### config.mk
export PLATFORM = sky130hd
export DESIGN_NAME = spm_job_sequencer
export DESIGN_NICKNAME = d
export VERILOG_FILES = /design/src/rtl/spm_job_sequencer.sv
export SDC_FILE = /design/constraint.sdc
export NUM_CORES = 1
export LEC_CHECK = 0
export ABC_AREA = 1
export CAP_MARGIN = 20
export CORE_ASPECT_RATIO = 0.6
export CORE_MARGIN = 2
export CORE_UTILIZATION = 61
export CTS_CLUSTER_SIZE = 12
export DETAILED_ROUTE_END_ITERATION = 10
export DONT_BUFFER_PORTS = 1
export GPL_TIMING_DRIVEN = 0
export PLACE_DENSITY = 0.77
export SLEW_MARGIN = 20
export SYNTH_ARGS = -nofsm -noshare
export SYNTH_HDL_FRONTEND = slang
export SYNTH_SLANG_ARGS = --single-unit
export TNS_END_PERCENT = 20
### constraint.sdc
create_clock -name clk -period 12.5 [get_ports clk]
set_clock_uncertainty 0.1 [all_clocks]
set_input_delay 0.625 -clock clk [delete_from_list [all_inputs] [get_ports clk]]
set_output_delay 0.625 -clock clk [all_outputs]
set_load 0.03 [all_outputs]
### src/rtl/spm_job_sequencer.sv
// SPM job sequencer: buffers operand pairs, launches each job on the serial-parallel
// multiplier, waits for done (with timeout), reads the two product halves and
// presents the 64-bit result on a valid/ready output.
`timescale 1ns/1ps

module spm_job_sequencer #(
  parameter int DEPTH   = 4,
  parameter int TIMEOUT = 100
) (
  input  logic                     clk,
  input  logic                     rst,
  input  logic                     clear,
  input  logic                     op_valid,
  output logic                     op_ready,
  input  logic [31:0]              op_mc,
  input  logic [31:0]              op_mp,
  output logic [31:0]              spm_mc,
  output logic [31:0]              spm_mp,
  output logic                     spm_start,
  output logic                     spm_prod_sel,
  input  logic                     spm_done,
  input  logic [31:0]              spm_prod,
  output logic                     res_valid,
  input  logic                     res_ready,
  output logic [63:0]              res_prod,
  output logic                     res_timeout,
  output logic                     busy,
  output logic [$clog2(DEPTH):0]   fifo_count,
  output logic [15:0]              job_count,
  output logic [7:0]               timeout_count
);

  localparam int AW = $clog2(DEPTH);
  localparam int CW = $clog2(TIMEOUT + 1);
  // Last WAIT cycle: the counter value that, once incremented, reaches TIMEOUT-1.
  localparam logic [CW-1:0] WAIT_LAST = CW'(TIMEOUT - 2);

  typedef enum logic [2:0] {
    S_IDLE, S_LAUNCH, S_WAIT, S_RD_LO, S_RD_HI, S_OUT
  } state_t;

  state_t          state, state_next;
  logic [31:0]     mem_mc [DEPTH];
  logic [31:0]     mem_mp [DEPTH];
  logic [AW-1:0]   wr_ptr, rd_ptr;
  logic [AW:0]     count;
  logic            push, pop;
  logic [CW-1:0]   wait_cnt;
  logic            rd_phase;      // 0 = settle cycle, 1 = capture cycle
  logic [63:0]     res_q;
  logic            timeout_q;
  logic            timeout_hit, job_done;

  assign op_ready    = (count != (AW+1)'(DEPTH));
  assign push        = op_valid && op_ready && !clear;
  assign fifo_count  = count;
  assign spm_start   = (state == S_LAUNCH);
  assign res_valid   = (state == S_OUT);
  assign res_prod    = res_valid ? res_q : 64'd0;
  assign res_timeout = res_valid && timeout_q;
  assign busy        = (state != S_IDLE);

  // Operand storage; written on push only.
  // NOTE: storage arrays carry no reset -- validity is tracked by count/pointers,
  // so resetting the data would only cost flops and routing.
  always_ff @(posedge clk) begin
    if (push) begin
      mem_mc[wr_ptr] <= op_mc;
      mem_mp[wr_ptr] <= op_mp;
    end
  end

  // FIFO pointers and occupancy; clear flushes everything.
  // NOTE: sequential state uses non-blocking assignments so every flop samples
  // pre-edge values regardless of statement order.
  always_ff @(posedge clk or posedge rst) begin
    if (rst) begin
      wr_ptr <= '0;
      rd_ptr <= '0;
      count  <= '0;
    end else if (clear) begin
      wr_ptr <= '0;
      rd_ptr <= '0;
      count  <= '0;
    end else begin
      if (push) wr_ptr <= wr_ptr + 1'b1;
      if (pop)  rd_ptr <= rd_ptr + 1'b1;
      case ({push, pop})
        2'b10:   count <= count + 1'b1;
        2'b01:   count <= count - 1'b1;
        default: count <= count;
      endcase
    end
  end

  // Next-state and per-cycle event decode.
  // NOTE: every output of this block gets a default first, so no path can leave
  // a signal unassigned and infer a latch.
  always_comb begin
    state_next  = state;
    pop         = 1'b0;
    timeout_hit = 1'b0;
    job_done    = 1'b0;
    case (state)
      S_IDLE:   if (count != '0) begin
                  pop        = 1'b1;
                  state_next = S_LAUNCH;
                end
      S_LAUNCH: state_next = S_WAIT;
      S_WAIT:   if (wait_cnt != '0 && spm_done) begin
                  // done may be stale in the first WAIT cycle; it wins over timeout after that
                  state_next = S_RD_LO;
                end else if (wait_cnt == WAIT_LAST) begin
                  timeout_hit = 1'b1;
                  state_next  = S_OUT;
                end
      S_RD_LO:  if (rd_phase) state_next = S_RD_HI;
      S_RD_HI:  if (rd_phase) state_next = S_OUT;
      S_OUT:    if (res_ready) begin
                  job_done   = !timeout_q;
                  state_next = S_IDLE;
                end
      default:  state_next = S_IDLE;
    endcase
    if (clear) begin
      state_next  = S_IDLE;
      pop         = 1'b0;
      timeout_hit = 1'b0;
      job_done    = 1'b0;
    end
  end

  // State register, SPM operand/select registers, result capture and counters.
  always_ff @(posedge clk or posedge rst) begin
    if (rst) begin
      state         <= S_IDLE;
      spm_mc        <= '0;
      spm_mp        <= '0;
      spm_prod_sel  <= 1'b0;
      wait_cnt      <= '0;
      rd_phase      <= 1'b0;
      res_q         <= '0;
      timeout_q     <= 1'b0;
      job_count     <= '0;
      timeout_count <= '0;
    end else begin
      state        <= state_next;
      spm_prod_sel <= (state_next == S_RD_HI);
      rd_phase     <= !clear && !rd_phase && (state == S_RD_LO || state == S_RD_HI);
      if (pop) begin
        spm_mc <= mem_mc[rd_ptr];
        spm_mp <= mem_mp[rd_ptr];
      end
      if (state == S_LAUNCH) begin
        wait_cnt  <= '0;
        res_q     <= '0;
        timeout_q <= 1'b0;
      end else if (state == S_WAIT) begin
        wait_cnt <= wait_cnt + 1'b1;
      end
      if (timeout_hit) begin
        res_q     <= '0;
        timeout_q <= 1'b1;
        if (timeout_count != 8'hFF) timeout_count <= timeout_count + 8'd1;
      end
      if (!clear && rd_phase && state == S_RD_LO) res_q[31:0]  <= spm_prod;
      if (!clear && rd_phase && state == S_RD_HI) res_q[63:32] <= spm_prod;
      if (job_done) job_count <= job_count + 16'd1;
    end
  end

endmodule

==> impl_metrics.ini <==
[floorplan]
fp.dieH_um = 135
row_count = 48
die_x_um = 223
core-area_um2 = 28500
start_util_pct = 61.6
pin_count = 263
die-area_um2 = 30200

[yosys]
yosysWarnings = 0
ys_seq_area_share_pct = 68.3
ys_seq_elements = 428
synth-simple-area-share_pct = 18.2
synthMuxAreaShare_pct = 0
avgSynthCellArea_um2 = 10.5
synth_compound_area_share_pct = 6.76
yosys-top-cells-area = edfxtp_1 44%, dfrtp_1 25%, nand2_1 9.3%, nor2_1 5.0%, o21ai_0 4.2%
synth_xor_area_share_pct = 0.848
syn_nets = 1781
synth_top_family_by_area = simple AND/OR/NAND/NOR gates
synth_area_leader_cell = edfxtp_1
synth_fa_ha_area_share_pct = 0.755
syn_area_um2 = 17600
synth.distinct_cells = 28
yosysTopAreaCellShare_pct = 43.8
synth_cells = 1669

[worst_setup_path]
crit_required_ns = 11.77
crit_path_start_kind = flop
cp_max_fo = 10
crit_type = reg2out
ff2ff_setup_slack_ns = 9.41
end_kind = output pin
worst_ep_arrival_time_ns = 2.40

[worst_hold_path]
hold_class = in2reg

[sta]
finalCriticalPeriod_ns = 3.12
max_slew_margin_pct = 43.0
fmax_mhz = 320
tightest_slew_ns = 0.853
period_share_pct = 25.0
report.final.slew_viol_count = 0
rsz0062_at_grt = false
finalHoldViolations = 0
final.setup.tns_ns = 0
finalSetupViolations = 0

[detailed_routing]
wl_mm = 44.0
via_count = 12500
drc = 0
drtIter0Drc = 1392
viasPerCell = 5.87
ant_nets = 0
first_pass_iters = 7
wire_per_inst_um = 20.6

[pwr]
switching_share_pct = 36.7
total_power_mw = 4.07
power_leakage_nw = 8.09
intPower_mw = 2.57
powerDensity_nw_per_um2 = 208
p_sw_mw = 1.49
seqPwrFrac_pct = 48.8
p_clk_share_pct = 28.6
vdd_drop_max_mv = 0.174
comb_power_share_pct = 22.5

[cts]
clock_latency_ns = 0.55
cts_buffer_depth = 3
htree_levels = 2
cts.sinks = 428
cts_tree = built
numCtsBuffers = 42
post_cts_resized = 0
path_clk_slew_ns = 0.06
cts_root_buf = clkbuf_16

[layout]
nets = 1837
layout_common_cells = 435 x nand2_1, 256 x edfxtp_1, 231 x nor2_1
areaGrowthSynthToFinish_pct = 11.4
drive_gt1_share_pct = 7.24
final_common_cell = nand2_1
insertedDiodeCount = 0

[run_status]
status = finished, final reports clean

[global_route]
grt_start_max_net_pins = 89
grt-ovfl-total = 0
grt_usage_pct = 29.0
grt_pass1_wl_mm = 67.3
antenna_found_initial = 0
grt_pass1_vias = 12100

[place]
port_buffers = 0
place_hpwl_mm = 29.9
routabilityCongestion = 0.855

[run]
maxCapViolations = 0
## worst max-delay path, stage by stage (launching register included)
cell and delay, ns:
dfrtp_1 0.44, inv_2 0.09, nand3_1 0.12, clkbuf_1 0.33
buf_2 0.29, nor2_1 0.57
## cell usage after synthesis
library cell / instances
o21ai_0: 148
nand3_2: 2
buf_1: 4
ha_1: 9
buf_2: 39
buf_6: 6
nor2_2: 2
xnor2_1: 2
nor4_1: 1
nor3_2: 1
inv_2: 11
edfxtp_1: 256
nand4_1: 77
clkbuf_1: 41
nor2_4: 1
o22ai_1: 64
a21oi_1: 9
nand2_1: 435
xor2_1: 15
inv_1: 116
nand3b_1: 1
fa_1: 1
nor2_1: 235
nand3_1: 14
dfrtp_1: 172
nor3_1: 5
nand3b_2: 1
nand4_4: 1
## layer usage
metal,wire length [um],track usage [%]
met5,0,0
met4,1220,8.58
met3,4550,6.90
met2,18900,41.6
met1,19400,44.3
## final timing paths
kind	cells past startpoint	to	startpoint
worst max-delay path	5	res_prod[42]	state[1]
worst min-delay path	1	rd_phase	clear
worst max register to register	7	mem_mc[1][3]	fifo_count[1]
worst min register to register	2	res_q[33]	res_q[33]
max in group asynchronous	3	job_count[12]	rst
min in group asynchronous	2	res_q[13]	rst
## logic make-up after synthesis
kind of cell	Yosys count
AO/OA/AOI/OAI	221
adder cells (fa/ha/maj)	10
flip-flops	428
buffers and inverters	217
AND/OR/NAND/NOR	776
XOR/XNOR	17
## per-stage QoR
step | instances | worst slack [ns] | hold slack (ns) | util [%] | cell area [um2]
finish | 2130 | 9.38 | 0.0369 | 68.6 | 19600
detailed placement | 2055 | 9.39 | 0.404 | 64.2 | 18300
CTS | 2130 | 9.36 | 0.0207 | 68.6 | 19600
global placement | 2044 | 4.90 | 0.396 | 63.2 | 18000
floorplan | 1669 | 7.11 | 0.384 | - | 17600
global route | 2130 | 9.22 | 0.0309 | 68.6 | 19600
## registers in the layout, summed over array words and instances (netlist names)
signal and flops:
fifo_count 3, job_count 16, mem_mc 128, mem_mp 128, rd_phase 1, rd_ptr 2
res_q 64, spm_mc 32, spm_mp 32, spm_prod_sel 1, state 3, timeout_count 8
timeout_q 1, wait_cnt 7, wr_ptr 2
## power by group through the flow
| stage | combinational (mW) | clock (mW) | sequential (mW) |
|---|---|---|---|
| final | 0.917 | 1.17 | 1.99 |
| after CTS | 0.911 | 1.18 | 1.99 |
| after global routing | 1.03 | 1.24 | 2.00 |
| after global placement | 0.857 | 0 | 2.02 |
| after detailed placement | 0.902 | 0 | 2.01 |
| after floorplan | 0.620 | 0 | 1.97 |
## what timing repair did
| item | 4_1_cts | 5_1_grt |
|---|---|---|
| hold buffers | 1 | 0 |
| endpoints found under the hold margin | 87 | 0 |
| buffers inserted | 0 | 0 |
## layout make-up
cell class	count	area, um2
tap	375	469
inverter	127	484
timing repair buffer	12	268
clock inverter	2	17.5
multi-input combinational	1024	4690
clock buffer	72	1200
sequential	428	12000
fill	2084	8970
buffer	90	432
No activity file was read; power rests on OpenSTA's default activity.
